## src/rtl/exec_stage_pipe_pkg.sv

```systemverilog
// exec_stage_pipe_pkg
//   Shared definitions for the registered execute stage: ALU control codes,
//   R-type opcode constants, FSM state encoding and the ALU control decode.
package exec_stage_pipe_pkg;

   typedef enum logic [3:0] {
      ALUC_AND   = 4'b0000,
      ALUC_ORR   = 4'b0001,
      ALUC_ADD   = 4'b0010,
      ALUC_SUB   = 4'b0110,
      ALUC_PASSB = 4'b0111,
      ALUC_MUL   = 4'b1111
   } alu_ctrl_t;

   localparam logic [10:0] OPC_ADD = 11'b10001011000;
   localparam logic [10:0] OPC_SUB = 11'b11001011000;
   localparam logic [10:0] OPC_AND = 11'b10001010000;
   localparam logic [10:0] OPC_ORR = 11'b10101010000;
   localparam logic [10:0] OPC_MUL = 11'b10011011000;

   localparam logic [1:0] ALUOP_ADD   = 2'b00;
   localparam logic [1:0] ALUOP_PASSB = 2'b01;
   localparam logic [1:0] ALUOP_RTYPE = 2'b10;

   typedef enum logic {
      ST_IDLE = 1'b0,
      ST_MUL  = 1'b1
   } state_t;

   // alu_op 11 is reserved and behaves as add. Without a multiplier the MUL
   // opcode also collapses to add.
   function automatic alu_ctrl_t alu_decode(input logic [1:0]  alu_op,
                                            input logic [10:0] opcode,
                                            input logic        mul_en);
      alu_ctrl_t c;
      c = ALUC_ADD;
      case (alu_op)
         ALUOP_PASSB: c = ALUC_PASSB;
         ALUOP_RTYPE: begin
            case (opcode)
               OPC_ADD: c = ALUC_ADD;
               OPC_SUB: c = ALUC_SUB;
               OPC_AND: c = ALUC_AND;
               OPC_ORR: c = ALUC_ORR;
               OPC_MUL: c = mul_en ? ALUC_MUL : ALUC_ADD;
               default: c = ALUC_ADD;
            endcase
         end
         default: c = ALUC_ADD;
      endcase
      return c;
   endfunction

endpackage

```

## src/rtl/exec_stage_pipe_iter_mul.sv

```systemverilog
// iter_mul
//   Iterative shift-add multiplier, MUL_BITS multiplier bits per cycle,
//   WIDTH/MUL_BITS steps. Returns the low WIDTH bits of the product.
// Ports:
//   clk, reset   clock, synchronous active-low reset (aborts any multiply)
//   start        load a/b and begin (ignored handshake-wise while busy)
//   a, b         multiplicand, multiplier
//   ack          consumer takes the product this cycle (only honoured on done)
//   busy         a multiply is in progress or parked waiting for ack
//   done         final step is being retired; product is valid this cycle
//   product      acc + current partial product (combinational)
module iter_mul #(
   parameter int WIDTH    = 64,
   parameter int MUL_BITS = 4
) (
   input  logic             clk,
   input  logic             reset,
   input  logic             start,
   input  logic [WIDTH-1:0] a,
   input  logic [WIDTH-1:0] b,
   input  logic             ack,
   output logic             busy,
   output logic             done,
   output logic [WIDTH-1:0] product
);

   localparam int STEPS = WIDTH / MUL_BITS;
   localparam int CW    = (STEPS > 1) ? $clog2(STEPS) : 1;
   localparam logic [CW-1:0] LAST_STEP = CW'(STEPS - 1);

   logic [WIDTH-1:0] acc;
   logic [WIDTH-1:0] mcand;
   logic [WIDTH-1:0] mplier;
   logic [WIDTH-1:0] partial;
   logic [CW-1:0]    count;

   assign partial = mcand * WIDTH'(mplier[MUL_BITS-1:0]);
   assign product = acc + partial;
   assign done    = busy && (count == '0);

   // When the result is not taken on the last step, stepping continues with
   // the counter pinned at zero. The multiplier has been shifted out to zero
   // by then, so every further partial is zero and the product holds.
   always_ff @(posedge clk) begin
      if (!reset) begin
         busy   <= 1'b0;
         acc    <= '0;
         mcand  <= '0;
         mplier <= '0;
         count  <= '0;
      end else if (start && !busy) begin
         busy   <= 1'b1;
         acc    <= '0;
         mcand  <= a;
         mplier <= b;
         count  <= LAST_STEP;
      end else if (busy) begin
         if (done && ack) begin
            busy <= 1'b0;
            acc  <= '0;
         end else begin
            acc    <= product;
            mcand  <= mcand << MUL_BITS;
            mplier <= mplier >> MUL_BITS;
            if (count != '0) begin
               count <= count - CW'(1);
            end
         end
      end
   end

endmodule

```

## src/rtl/exec_stage_pipe.sv

```systemverilog
// exec_stage_pipe
//   Registered execute stage between ID/EX and EX/MEM with valid/ready on
//   both sides. Computes branch target, ALU result and zero flag into a
//   single output slot; MUL runs on an iterative multiplier and stalls
//   upstream for WIDTH/MUL_BITS cycles.
//   WIDTH must be >= 8 and a multiple of MUL_BITS.
// Ports:
//   clk, reset              clock, synchronous active-low reset
//   in_valid / in_ready     upstream handshake
//   cur_pc, read_data1/2,   instruction operands, sampled on accept only
//   sign_extended_output,
//   alu_op, opcode, alu_src
//   out_valid / out_ready   downstream handshake for the EX/MEM slot
//   branch_target, alu_result, zero, store_data   registered slot contents
//
// state   | meaning
// ST_IDLE | accepting; non-MUL ops land in the slot next edge
// ST_MUL  | multiply in progress (or finished, waiting for a free slot)
module exec_stage_pipe
   import exec_stage_pipe_pkg::*;
#(
   parameter int WIDTH    = 64,
   parameter int MUL_BITS = 4,
   parameter int MUL_EN   = 1
) (
   input  logic             clk,
   input  logic             reset,
   input  logic             in_valid,
   output logic             in_ready,
   input  logic [WIDTH-1:0] cur_pc,
   input  logic [WIDTH-1:0] read_data1,
   input  logic [WIDTH-1:0] read_data2,
   input  logic [WIDTH-1:0] sign_extended_output,
   input  logic [1:0]       alu_op,
   input  logic [10:0]      opcode,
   input  logic             alu_src,
   output logic             out_valid,
   input  logic             out_ready,
   output logic [WIDTH-1:0] branch_target,
   output logic [WIDTH-1:0] alu_result,
   output logic             zero,
   output logic [WIDTH-1:0] store_data
);

   state_t           state;
   alu_ctrl_t        alu_ctrl;
   logic [WIDTH-1:0] op_b;
   logic [WIDTH-1:0] alu_out;
   logic [WIDTH-1:0] target_now;
   logic [WIDTH-1:0] pend_target;
   logic [WIDTH-1:0] pend_store;
   logic [WIDTH-1:0] mul_product;
   logic             slot_free;
   logic             accept;
   logic             is_mul;
   logic             mul_start;
   logic             mul_ack;
   logic             mul_busy;
   logic             mul_done;

   assign slot_free  = !out_valid || out_ready;
   // Held low during reset so nothing is considered accepted while the
   // stage is being cleared.
   assign in_ready   = reset && (state == ST_IDLE) && slot_free;
   assign accept     = in_valid && in_ready;
   assign op_b       = alu_src ? sign_extended_output : read_data2;
   assign target_now = cur_pc + (sign_extended_output << 2);
   assign alu_ctrl   = alu_decode(alu_op, opcode, MUL_EN != 0);
   assign is_mul     = (alu_ctrl == ALUC_MUL);
   assign mul_start  = accept && is_mul;
   assign mul_ack    = (state == ST_MUL) && mul_busy && mul_done && slot_free;

   always_comb begin
      alu_out = read_data1 + op_b;
      case (alu_ctrl)
         ALUC_AND:   alu_out = read_data1 & op_b;
         ALUC_ORR:   alu_out = read_data1 | op_b;
         ALUC_SUB:   alu_out = read_data1 - op_b;
         ALUC_PASSB: alu_out = op_b;
         default:    alu_out = read_data1 + op_b;
      endcase
   end

   if (MUL_EN != 0) begin : g_mul
      iter_mul #(
         .WIDTH    (WIDTH),
         .MUL_BITS (MUL_BITS)
      ) u_iter_mul (
         .clk     (clk),
         .reset   (reset),
         .start   (mul_start),
         .a       (read_data1),
         .b       (op_b),
         .ack     (mul_ack),
         .busy    (mul_busy),
         .done    (mul_done),
         .product (mul_product)
      );
   end else begin : g_no_mul
      assign mul_busy    = 1'b0;
      assign mul_done    = 1'b0;
      assign mul_product = '0;
   end

   always_ff @(posedge clk) begin
      if (!reset) begin
         state         <= ST_IDLE;
         out_valid     <= 1'b0;
         branch_target <= '0;
         alu_result    <= '0;
         zero          <= 1'b1;
         store_data    <= '0;
         pend_target   <= '0;
         pend_store    <= '0;
      end else begin
         case (state)
            ST_IDLE: begin
               if (accept && is_mul) begin
                  // Accept implies the slot was empty or is being consumed,
                  // so it is empty for the whole multiply.
                  state       <= ST_MUL;
                  pend_target <= target_now;
                  pend_store  <= read_data2;
                  out_valid   <= 1'b0;
               end else if (accept) begin
                  out_valid     <= 1'b1;
                  branch_target <= target_now;
                  alu_result    <= alu_out;
                  zero          <= (alu_out == '0);
                  store_data    <= read_data2;
               end else if (out_ready) begin
                  out_valid <= 1'b0;
               end
            end
            ST_MUL: begin
               if (mul_ack) begin
                  state         <= ST_IDLE;
                  out_valid     <= 1'b1;
                  branch_target <= pend_target;
                  alu_result    <= mul_product;
                  zero          <= (mul_product == '0);
                  store_data    <= pend_store;
               end else if (out_ready) begin
                  out_valid <= 1'b0;
               end
            end
            default: state <= ST_IDLE;
         endcase
      end
   end

endmodule

```

## config.mk

```make
export PLATFORM = sky130hd
export DESIGN_NAME = exec_stage_pipe
export DESIGN_NICKNAME = d
export VERILOG_FILES = /design/src/rtl/exec_stage_pipe_pkg.sv /design/src/rtl/exec_stage_pipe_iter_mul.sv /design/src/rtl/exec_stage_pipe.sv
export SDC_FILE = /design/constraint.sdc
export NUM_CORES = 2
export LEC_CHECK = 0
export CORE_MARGIN = 4
export CORE_UTILIZATION = 50
export DETAILED_ROUTE_END_ITERATION = 7
export HOLD_SLACK_MARGIN = 0.02
export PLACE_DENSITY = 0.72
export SYNTH_ARGS = -nofsm -noshare
export SYNTH_HDL_FRONTEND = slang
export SYNTH_HIERARCHICAL = 1
export SYNTH_SLANG_ARGS = --single-unit
```

## constraint.sdc

```tcl
create_clock -name clk -period 11.8 [get_ports clk]
set_input_delay 2.36 -clock clk [delete_from_list [all_inputs] [get_ports clk]]
set_output_delay 2.36 -clock clk [all_outputs]
set_load 0.01 [all_outputs]
```

==> results.sh <==
export IMPL_status="completed"
export IMPL_ys_seq_area_frac=0.245
export IMPL_grt_ovfl_total=0
export IMPL_ant_nets=0
export IMPL_synth_most_common_cell="nand2_1"
export IMPL_tightest_slew_ns=1.11
export IMPL_die_h_um=300
export IMPL_gp_congestion=0.984
export IMPL_port_buffers=468
export IMPL_cts_buffers=66
export IMPL_setup_worst_path_start_class="primary input"
export IMPL_cts_root_buf="clkbuf_16"
export IMPL_hold_buffers=0
export IMPL_final_setup_worst_slack_ns=2.55
export IMPL_timing_setup_tns_ns=0
export IMPL_path_max_fanout=45
export IMPL_hold_class="reg -> reg"
export IMPL_peakVddDrop_uv=113
export IMPL_io_pins=469
export IMPL_power_switching_uw=1730
export IMPL_pre_cts_ws_ns=1.99
export IMPL_syn_to_final_growth_pct=17.3
export IMPL_finalCriticalPeriod_ns=9.25
export IMPL_p_total_uw=5220
export IMPL_ys_flop_type="dfxtp_1"
export IMPL_clkTransAtPathRegs_ns=0.06
export IMPL_routed_wl_um=158000
export IMPL_finalSetupViolations=0
export IMPL_ys_ff_latch=520
export IMPL_p_sw_frac=0.332
export IMPL_routed_via_density=6.06
export IMPL_post_dp_hpwl_um=121000
export IMPL_final_core_util=0.594
export IMPL_p_clk_frac=0.399
export IMPL_synth_fp_nets=5953
export IMPL_syn_avg_cell_area_um2=8.03
export IMPL_crit_type="in -> reg"
export IMPL_clock_latency_ns=0.65
export IMPL_leakagePower_uw=0.0214
export IMPL_period_share=0.784
export IMPL_drcViolationCount=0
export IMPL_wl_per_cell_um=23.5
export IMPL_drive_gt1_frac=0.0509
export IMPL_core_area_um2=84000
export IMPL_ys_types=114
export IMPL_synth_top_area_cell="dfxtp_1"
export IMPL_maxCapViolCount=0
export IMPL_grt_pass1_vias=38400
export IMPL_yosys_area_top_type_share=0.245
export IMPL_synthTopCellsByCount="598 x nand2_1, 520 x dfxtp_1, 458 x a21oi_1"
export IMPL_syn_inst=5297
export IMPL_cts_tree="built"
export IMPL_grt_max_degree=161
export IMPL_hold_violations=0
export IMPL_synth_area_um2=42500
export IMPL_finalMaxSlewViolations=0
export IMPL_post_cts_buffers=0
export IMPL_power_frac_comb=0.249
export IMPL_row_count=106
export IMPL_floorplan_initialDensity=0.506
export IMPL_rsz0062_at_grt="false"
export IMPL_route_vias_total=40700
export IMPL_firstDrtPassIters=6
export IMPL_skew_ns=0.0396
export IMPL_h_tree_depth=3
export IMPL_grt_pass1_wl_um=237000
export IMPL_required_ns=12.36
export IMPL_grt_usage=0.337
export IMPL_intPower_uw=3480
export IMPL_synth_async_reset_ratio=0
export IMPL_ctsResizeCount=0
export IMPL_drt_iter0_markers=3503
export IMPL_die_area_um2=89800
export IMPL_antenna_found_initial=13
export IMPL_seqPwrFrac=0.352
export IMPL_max_slew_margin=0.257
export IMPL_hold_depth=2
export IMPL_synth_area_leaders="dfxtp_1 24%, fa_1 8.7%, ha_1 5.8%"
export IMPL_rr_worst_depth=23
export IMPL_p_per_area_nw_per_um2=105
export IMPL_synth_edf_count=0
export IMPL_yosys_warnings=6
export IMPL_cp_end_kind="flip-flop"
export IMPL_fillers=7775
export IMPL_crit_arrival_ns=9.81
export IMPL_cts_buffer_depth=3
export IMPL_die_w_um=300
export IMPL_final_nets=6188
export IMPL_max_freq_mhz=108
export IMPL_numClockSinks=520
==> metrics by stage <==
stage          std cells  hold slack [ns]  cell area (um2)
2_1_floorplan       5297            0.427            42500
3_3_place_gp        6598            0.433            47600
3_5_place_dp        6598            0.443            47600
4_1_cts             6717            0.451            49900
5_1_grt             6724            0.466            49900
6_report            6726            0.449            49900
==> final cells by class <==
cell class | count | area, um2 | share of cell area
clock buffer | 86 | 1840 | 0.0368
timing repair buffer | 513 | 5030 | 0.101
multi-input combinational | 4082 | 29500 | 0.590
inverter | 349 | 1320 | 0.0264
clock inverter | 33 | 382 | 0.00765
sequential | 520 | 10400 | 0.209
tap | 1134 | 1420 | 0.0284
antenna | 9 | 22.5 | 0.000452
==> cells by family after synthesis <==
| kind of cell | Yosys count | share of synthesized area |
|---|---|---|
| buffers and inverters | 695 | 0.0644 |
| AND/OR/NAND/NOR | 1665 | 0.185 |
| multiplexers | 281 | 0.0674 |
| flip-flops | 520 | 0.245 |
| XOR/XNOR | 236 | 0.0486 |
| AO/OA/AOI/OAI | 1478 | 0.235 |
| adder cells (fa/ha/maj) | 422 | 0.154 |
==> cell usage in the layout, fill, tap and decap left out, types with 86 or more instances in the layout <==
master,n
fa_1,184
a21o_1,109
dfxtp_1,518
xor2_1,86
a211oi_1,89
inv_1,347
mux2i_1,237
ha_1,198
nand2_1,596
clkdlybuf4s50_1,466
a21oi_1,456
nor2_1,411
xnor2_1,150
and2_1,240
o211a_1,127
o21ai_0,266
==> power by group through the flow <==
stage               Sequential [uW]  Clock [uW]  Combinational [uW]
floorplan                      1890           0                 706
global placement               1870           0                1270
detailed placement             1870           0                1260
CTS                            1830        2120                1270
global route                   1840        2180                1380
finish                         1830        2080                1300
==> layer usage <==
metal,global-route usage,vias to the layer above,wire [um]
met1,0.480,19800,70500
met4,0.109,4,5280
met3,0.0662,242,14100
met5,0,-,23
met2,0.513,1650,68000
li1,-,19000,-
==> final timing paths <==
kind | startpoint | end | slack, ns
hold / removal | pend_target[0] | pend_target[0] | 0.45
hold reg to reg | pend_target[0] | pend_target[0] | 0.45
setup reg to reg | g_mul.u_iter_mul/mplier[3] | zero | 3.84
setup / recovery | alu_src | zero | 2.55
==> registers in the layout, summed over array words and instances, names as in the netlist, 4 cells and up <==
register                 count
store_data                  64
pend_target                 64
g_mul.u_iter_mul/count       4
g_mul.u_iter_mul/mcand      64
alu_result                  64
g_mul.u_iter_mul/mplier     64
branch_target               64
pend_store                  64
g_mul.u_iter_mul/acc        64
==> worst max-delay path, cell delays in order <==
cell and delay [ns]:
buf_4 0.47, buf_4 0.59, mux2_2 0.47, or2_2 0.32, or4_1 0.43, or2_2 0.34, nor3_2 0.45, a21oi_1 0.16
xnor2_1 0.15, ha_1 0.43, nand2_1 0.11, nor2_1 0.32, nand4_1 0.15, nor3_1 0.46, a211o_1 0.20, o21ba_2 0.17
xnor2_1 0.12, o21ai_0 0.21, or4_1 0.58, nor4_1 0.26, nand4_1 0.24, or4_1 0.53, o31ai_2 0.22
Note: power is estimated with default switching activity, not from simulation.
